--- src/rtl/router_fifo_param.sv ---
// Packet-aware synchronous FIFO for a router output channel.
// Each entry carries a header marker; the read side tracks packet length and error conditions.
module router_fifo_param #(
    parameter int unsigned DATA_WIDTH    = 8,
    parameter int unsigned DEPTH         = 16,
    parameter int unsigned AFULL_THRESH  = DEPTH - 2,
    parameter int unsigned AEMPTY_THRESH = 2,
    parameter int unsigned LEN_LSB       = 2
) (
    input  logic                         clock,
    input  logic                         resetn,
    input  logic                         soft_reset,
    input  logic                         write_enb,
    input  logic                         read_enb,
    input  logic                         lfd_state,
    input  logic [DATA_WIDTH-1:0]        data_in,
    output logic [DATA_WIDTH-1:0]        data_out,
    output logic                         data_valid,
    output logic                         empty,
    output logic                         full,
    output logic                         almost_empty,
    output logic                         almost_full,
    output logic [$clog2(DEPTH):0]       count,
    output logic                         pkt_active,
    output logic                         pkt_done,
    output logic                         overflow,
    output logic                         underflow,
    output logic                         pkt_err
);

    localparam int unsigned AW = $clog2(DEPTH);
    localparam int unsigned CW = AW + 1;
    localparam int unsigned LW = DATA_WIDTH - LEN_LSB;
    localparam int unsigned PW = LW + 1;

    logic [DATA_WIDTH:0]   mem [DEPTH];
    logic [AW-1:0]         wr_ptr;
    logic [AW-1:0]         rd_ptr;
    logic [PW-1:0]         pkt_cnt;

    logic                  wr_acc;
    logic                  rd_acc;
    logic [DATA_WIDTH:0]   rd_word;
    logic                  rd_hdr;
    logic [LW-1:0]         rd_len;
    logic [PW-1:0]         pkt_cnt_nxt;
    logic                  pkt_done_nxt;
    logic                  pkt_err_set;

    // Status flags derive from the occupancy register
    assign empty        = (count == '0);
    assign full         = (count == CW'(DEPTH));
    assign almost_empty = (count <= CW'(AEMPTY_THRESH));
    assign almost_full  = (count >= CW'(AFULL_THRESH));
    // The parity word keeps the packet marked active while it sits on data_out
    assign pkt_active   = (pkt_cnt != '0) || pkt_done;

    assign wr_acc  = write_enb && !full;
    assign rd_acc  = read_enb && !empty;
    assign rd_word = mem[rd_ptr];
    assign rd_hdr  = rd_word[DATA_WIDTH];
    assign rd_len  = rd_word[DATA_WIDTH-1:LEN_LSB];

    // Packet length tracking on the read side
    always_comb begin
        pkt_cnt_nxt  = pkt_cnt;
        pkt_done_nxt = 1'b0;
        pkt_err_set  = 1'b0;
        if (rd_acc) begin
            if (rd_hdr) begin
                pkt_cnt_nxt = PW'(rd_len) + PW'(1);
                pkt_err_set = (pkt_cnt != '0);
            end else if (pkt_cnt != '0) begin
                pkt_cnt_nxt  = pkt_cnt - PW'(1);
                pkt_done_nxt = (pkt_cnt == PW'(1));
            end else begin
                pkt_err_set = 1'b1;
            end
        end
    end

    // Storage array; deliberately not cleared by either reset
    always_ff @(posedge clock) begin
        if (wr_acc && !soft_reset) begin
            mem[wr_ptr] <= {lfd_state, data_in};
        end
    end

    always_ff @(posedge clock or negedge resetn) begin
        if (!resetn) begin
            wr_ptr     <= '0;
            rd_ptr     <= '0;
            count      <= '0;
            pkt_cnt    <= '0;
            data_out   <= '0;
            data_valid <= 1'b0;
            pkt_done   <= 1'b0;
            overflow   <= 1'b0;
            underflow  <= 1'b0;
            pkt_err    <= 1'b0;
        end else if (soft_reset) begin
            wr_ptr     <= '0;
            rd_ptr     <= '0;
            count      <= '0;
            pkt_cnt    <= '0;
            data_out   <= '0;
            data_valid <= 1'b0;
            pkt_done   <= 1'b0;
            overflow   <= 1'b0;
            underflow  <= 1'b0;
            pkt_err    <= 1'b0;
        end else begin
            if (wr_acc) begin
                wr_ptr <= wr_ptr + AW'(1);
            end
            if (rd_acc) begin
                rd_ptr <= rd_ptr + AW'(1);
            end
            case ({wr_acc, rd_acc})
                2'b10:   count <= count + CW'(1);
                2'b01:   count <= count - CW'(1);
                default: count <= count;
            endcase
            data_out   <= rd_acc ? rd_word[DATA_WIDTH-1:0] : '0;
            data_valid <= rd_acc;
            pkt_cnt    <= pkt_cnt_nxt;
            pkt_done   <= pkt_done_nxt;
            if (write_enb && full) begin
                overflow <= 1'b1;
            end
            if (read_enb && empty) begin
                underflow <= 1'b1;
            end
            if (pkt_err_set) begin
                pkt_err <= 1'b1;
            end
        end
    end

endmodule

--- config.mk ---
export PLATFORM = sky130hd
export DESIGN_NAME = router_fifo_param
export DESIGN_NICKNAME = d
export VERILOG_FILES = /design/src/rtl/router_fifo_param.sv
export SDC_FILE = /design/constraint.sdc
export NUM_CORES = 1
export LEC_CHECK = 0
export CORE_ASPECT_RATIO = 1.1
export CORE_MARGIN = 5
export CORE_UTILIZATION = 35
export CTS_CLUSTER_DIAMETER = 100
export CTS_CLUSTER_SIZE = 30
export DETAILED_ROUTE_END_ITERATION = 6
export GPL_ROUTABILITY_DRIVEN = 0
export PLACE_DENSITY = 0.54
export SYNTH_ARGS = -nofsm -noshare
export SYNTH_HDL_FRONTEND = slang
export SYNTH_SLANG_ARGS = --single-unit
--- constraint.sdc ---
create_clock -name clock -period 2.7 [get_ports clock]
set_input_delay 0.675 -clock clock [delete_from_list [all_inputs] [get_ports clock]]
set_output_delay 0.675 -clock clock [all_outputs]
set_load 0.02 [all_outputs]
-- After elaboration in Yosys (flattened, before gate mapping)
Memory sizes are Yosys's and may differ from the RTL's.
Cells that the tools add are included.
- add/sub/neg operators: 6
- magnitude comparators: 2
- equal/unequal tests: 4
- mux-type cells: 28
- reduce and logical (&&, ||, !) cells: 19
- operators with widths (cell ; number):
    $mux 7 ; 4
    $mux 1 ; 16
    $mux 4 ; 4
    $mux 8 ; 2
    $pmux 5 s2 ; 1
    $reduce_bool 2->1 ; 5
    $add 4x1->4 const B ; 2
    $add 6x1->7 const B ; 1
    $eq 7x1->1 const B ; 1
    $reduce_bool 7->1 ; 1
    $sub 7x1->7 const B ; 1
    $reduce_bool 3->1 ; 2
    $add 5x1->5 const B ; 1
    $eq 5x5->1 const B ; 1
    $ge 5x4->1 const B ; 1
    $le 5x2->1 const B ; 1
    $logic_and 1x1->1 ; 5
    $logic_not 5->1 ; 1
    $mux 5 ; 1
    $sub 5x1->5 const B ; 1
    $logic_not 1->1 ; 3
    $eq 2x1->1 const B ; 1
    $eq 2x2->1 const B ; 1
    $reduce_and 2->1 ; 1
    $logic_or 1x1->1 ; 1
- flip-flop bits (word level): 33
- memory bits (writable): 144
- input port bits: 14
- word-level logic and storage cells: 70
- memories kept: 1
- memory list (name ; words ; width ; read ports ; clocked after memory_dff ; wr ports ; RTL line ; text):
    mem ; 16 ; 9 ; 1 ; 0 ; 1 ; 36 ; logic [DATA_WIDTH:0] mem [DEPTH];

-- Logic depth before layout (Yosys ltp)
- depth in word-level cells: 6
- depth in mapped cells: 11
- depth with buffers taken out: 10

-- Least setup slack after synthesis
No wires, ideal clock.
- path kind: reg2reg
- start point: register count[1]
- end point: register count[4]
- arrival time: 2.960 ns
- slack: -0.387 ns
- stages on the path, launching flop included: 11
- buffers on the path: 1
- clock period less this slack: 3.087 ns
- cell sequence: dfrtp_1 buf_6 or4_4 o21ai_4 nor2_1 xor2_1 ha_1 or3_2 a31oi_2 mux2i_1 mux2_1
- word-level cells in the longest chain between the ends: 6
- elaborated cells on any way between the ends: 13
- classes of those cells: 2 x add/sub; 3 x eq/ne; 2 x mux; 6 x reduce/logical
- RTL lines (what ; RTL line ; text):
    start, declared ; 23 ; output logic [$clog2(DEPTH):0] count,
    start signal, assigned ; 120 ; 2'b10: count <= count + CW'(1);
    start signal, assigned ; 121 ; 2'b01: count <= count - CW'(1);
    start signal, assigned ; 122 ; default: count <= count;
    $eq 5x5->1 or $logic_not 5->1 (tied branches) ; 52, 51 ;
    $logic_not 1->1 (on tied branches) ; 58, 59 ;
    $logic_and 1x1->1 (on tied branches) ; 58, 59 ;
    $eq 2x1->1 or $eq 2x2->1 (tied branches) ; 119 ; case ({wr_acc, rd_acc})
    $pmux 5 s2 ; 119 ;
    $mux 5 ; 101 ; end else if (soft_reset) begin
Several ways; a longest one is shown, not always the timed one.
A chain may end at the register's enable or synchronous reset.

-- Worst setup path in the final report
- start point: register count[2]
- end point: register count[4]
Same word-level chain as after synthesis.

==> results.py <==
metrics = {
    "yosys": {
        "synthTopCellsByArea": "edfxtp_1 57%, dfrtp_1 11%, mux4_2 7.7%, mux4_1 3.5%, nor2_1 2.4%",
        "avgSynthCellArea_sq_um": 17.0,
        "ys_seq_elements": 177,
        "synth_nets": 471,
        "async_flop_share": 0.186,
        "yosysUniqueCellTypes": 57,
        "yosysSeqAreaShare": 0.679,
        "netlist_area_sq_um": 7590,
        "yosys_warnings": 0,
        "synth_edf_count": 144,
        "yosys.area.top_type": "edfxtp_1",
        "syn_inst": 446,
        "synth_top_area_frac": 0.570,
        "synth_commonest_cells": "144 x edfxtp_1, 49 x nor2_1, 33 x dfrtp_1",
        "synth_most_common_cell": "edfxtp_1",
        "ys.flop_type": "edfxtp_1",
    },
    "critical_path": {
        "end_kind": "flip-flop",
        "required_ns": 3.00,
        "start_kind": "flip-flop",
        "crit_type": "reg -> reg",
        "arrival_ns": 2.98,
        "crit_fanout": 3,
    },
    "sta": {
        "post-route-period-util": 0.994,
        "fin_setup_tns_ns": 0,
        "slew_headroom": 0.588,
        "finalSetupViolations": 0,
        "rsz0062_at_grt": "yes",
        "skew_ns": 0.00892,
        "fin_crit_ns": 2.68,
        "worstMarginPinSlew_ns": 0.617,
        "hold_viol_final": 0,
        "timing.fmax_mhz": 373,
        "drv_slew": 0,
    },
    "global_route": {
        "antenna_found_initial": 0,
        "first_global_vias": 4384,
        "grt_pass1_wl_um": 25900,
        "track_usage": 0.140,
        "grt_overflow_total": 0,
        "grt_max_degree": 34,
    },
    "routing": {
        "dr.pass1.iters": 4,
        "top_layer_used": "met4",
        "num_vias": 4170,
        "wl_per_cell_um": 19.2,
        "vias_per_cell": 4.94,
        "wl_met1_um": 7090,
        "postRouteAntennaNets": 0,
        "drc": 0,
        "drt_wl_total_um": 16200,
        "met3WireLength_um": 782,
        "drt_iter0_drc": 255,
        "wl_met2_um": 8160,
    },
    "clock_tree": {
        "cts_made_buffers": 17,
        "cts_tree": "done",
        "root_buffer": "clkbuf_16",
        "clock_latency_ns": 0.42,
        "postCtsSetupRepairBufs": 0,
        "cts_buffer_depth": 2,
        "htreeDepth": 4,
        "cts_sinks": 177,
        "hold_buffers": 0,
        "path_clk_slew_ns": 0.07,
    },
    "status": {
        "status": "finished clean",
    },
    "cells_and_area": {
        "diodes": 0,
        "syn2layout_area_growth_pct": 21.3,
        "drive_gt1_frac": 0.265,
        "n_fill_cell": 1904,
        "utilization": 0.431,
        "nets": 566,
    },
    "min_path": {
        "hp-class": "reg -> reg",
    },
    "pwr": {
        "p_leak_nw": 3.25,
        "pwr_density_cell_nw_per_um2": 929,
        "finalPower_mw": 8.55,
        "peakVddDrop_v": 0.000384,
    },
    "die": {
        "start_util": 0.355,
        "die_y_um": 164,
        "die-area_sq_um": 24700,
        "coreArea_sq_um": 21400,
        "fp.dieW_um": 150,
        "rows": 56,
        "io_pins": 37,
    },
    "job": {
        "maxCapViolations": 0,
    },
    "placement": {
        "hpwl_um": 11400,
        "port_buffers": 36,
    },
}
-- final cells by class --
type                       count  area (sq um)  share of cell area
inverter                      11          41.3             0.00449
tap                          290           363              0.0394
sequential                   177          5150               0.560
clock buffer                  18           429              0.0466
multi-input combinational    235          2240               0.244
clock inverter                14           120              0.0131
timing repair buffer          99           853              0.0927
-- flip-flops by register name, summed over array words and instances (netlist names) --
name	flops
underflow	1
pkt_done	1
pkt_cnt	7
data_valid	1
data_out	8
mem	144
pkt_err	1
wr_ptr	4
count	5
overflow	1
rd_ptr	4
-- cells by family after synthesis --
group                    after synthesis  synth area share
multiplexers                          51             0.132
adder cells (fa/ha/maj)               11            0.0181
AO/OA/AOI/OAI                         49            0.0506
XOR/XNOR                              14            0.0162
AND/OR/NAND/NOR                      110            0.0714
buffers and inverters                 34            0.0330
flip-flops                           177             0.679
-- timing repair --
action,4_1_cts,5_1_grt
pin swaps,1,0
endpoints found under the setup margin,5,2
resized for setup,5,6
-- report_power, final --
part	internal, mW	leakage (nW)	total (mW)	switching (mW)
clock network	1.21	0.259	2.29	1.08
logic	1.46	1.25	3.00	1.54
registers	3.13	1.74	3.26	0.131
total	5.79	3.25	8.55	2.76
-- final timing paths --
path / from / to / slack [ns] / cells past startpoint
hold / removal: underflow / underflow / 0.50 / 2
setup / recovery: count[2] / count[4] / 0.02 / 9
min in group asynchronous: resetn / count[0] / 0.66 / 2
setup reg to reg: count[2] / count[4] / 0.02 / 9
max in group asynchronous: resetn / rd_ptr[0] / 1.69 / 2
hold reg to reg: underflow / underflow / 0.50 / 2
-- worst max-delay path, stage by stage, from the launching register on --
cell     delay [ns]
dfrtp_2        0.40
or4_4          0.57
o21ai_4        0.18
nor2_4         0.05
xor2_1         0.14
ha_2           0.18
or3_4          0.34
a31oi_4        0.14
mux2i_1        0.22
mux2_1         0.34
-- metrics by stage --
step / area [sq um] / worst slack, ns / std cells / hold WS (ns)
2_1_floorplan: 7610 / -0.173 / 446 / 0.379
3_3_place_gp: 8620 / -0.336 / 812 / 0.485
3_5_place_dp: 8620 / -0.419 / 812 / 0.485
4_1_cts: 9170 / 0.00258 / 844 / 0.501
5_1_grt: 9200 / -0.0594 / 844 / 0.512
6_report: 9200 / 0.0167 / 844 / 0.497
-- routing by layer --
layer	track usage	vias up
li1	-	1934
met5	0	-
met4	0.0370	0
met3	0.0307	15
met2	0.235	88
met1	0.184	2133
-- placed cells by master, fill, tap and decap left out, drive strengths merged, types with 4 or more instances in the layout --
cell / Yosys / layout
mux2: 4 / 4
ha: 11 / 11
edfxtp: 144 / 144
nand2: 19 / 19
dlygate4sd2: 0 / 4
nor3: 5 / 5
nand4: 4 / 4
o21ai: 4 / 4
mux2i: 11 / 11
clkinvlp: 0 / 4
buf: 20 / 63
and2: 4 / 4
inv: 11 / 19
nor3b: 4 / 4
a211oi: 7 / 7
clkdlybuf4s50: 0 / 32
nor2: 49 / 49
dfrtp: 33 / 33
a21oi: 13 / 13
mux4: 36 / 36
clkbuf: 3 / 18
xnor2: 5 / 5
a22oi: 5 / 5
xor2: 9 / 9
nand3: 4 / 4
Note: power is estimated with default switching activity, not from simulation.
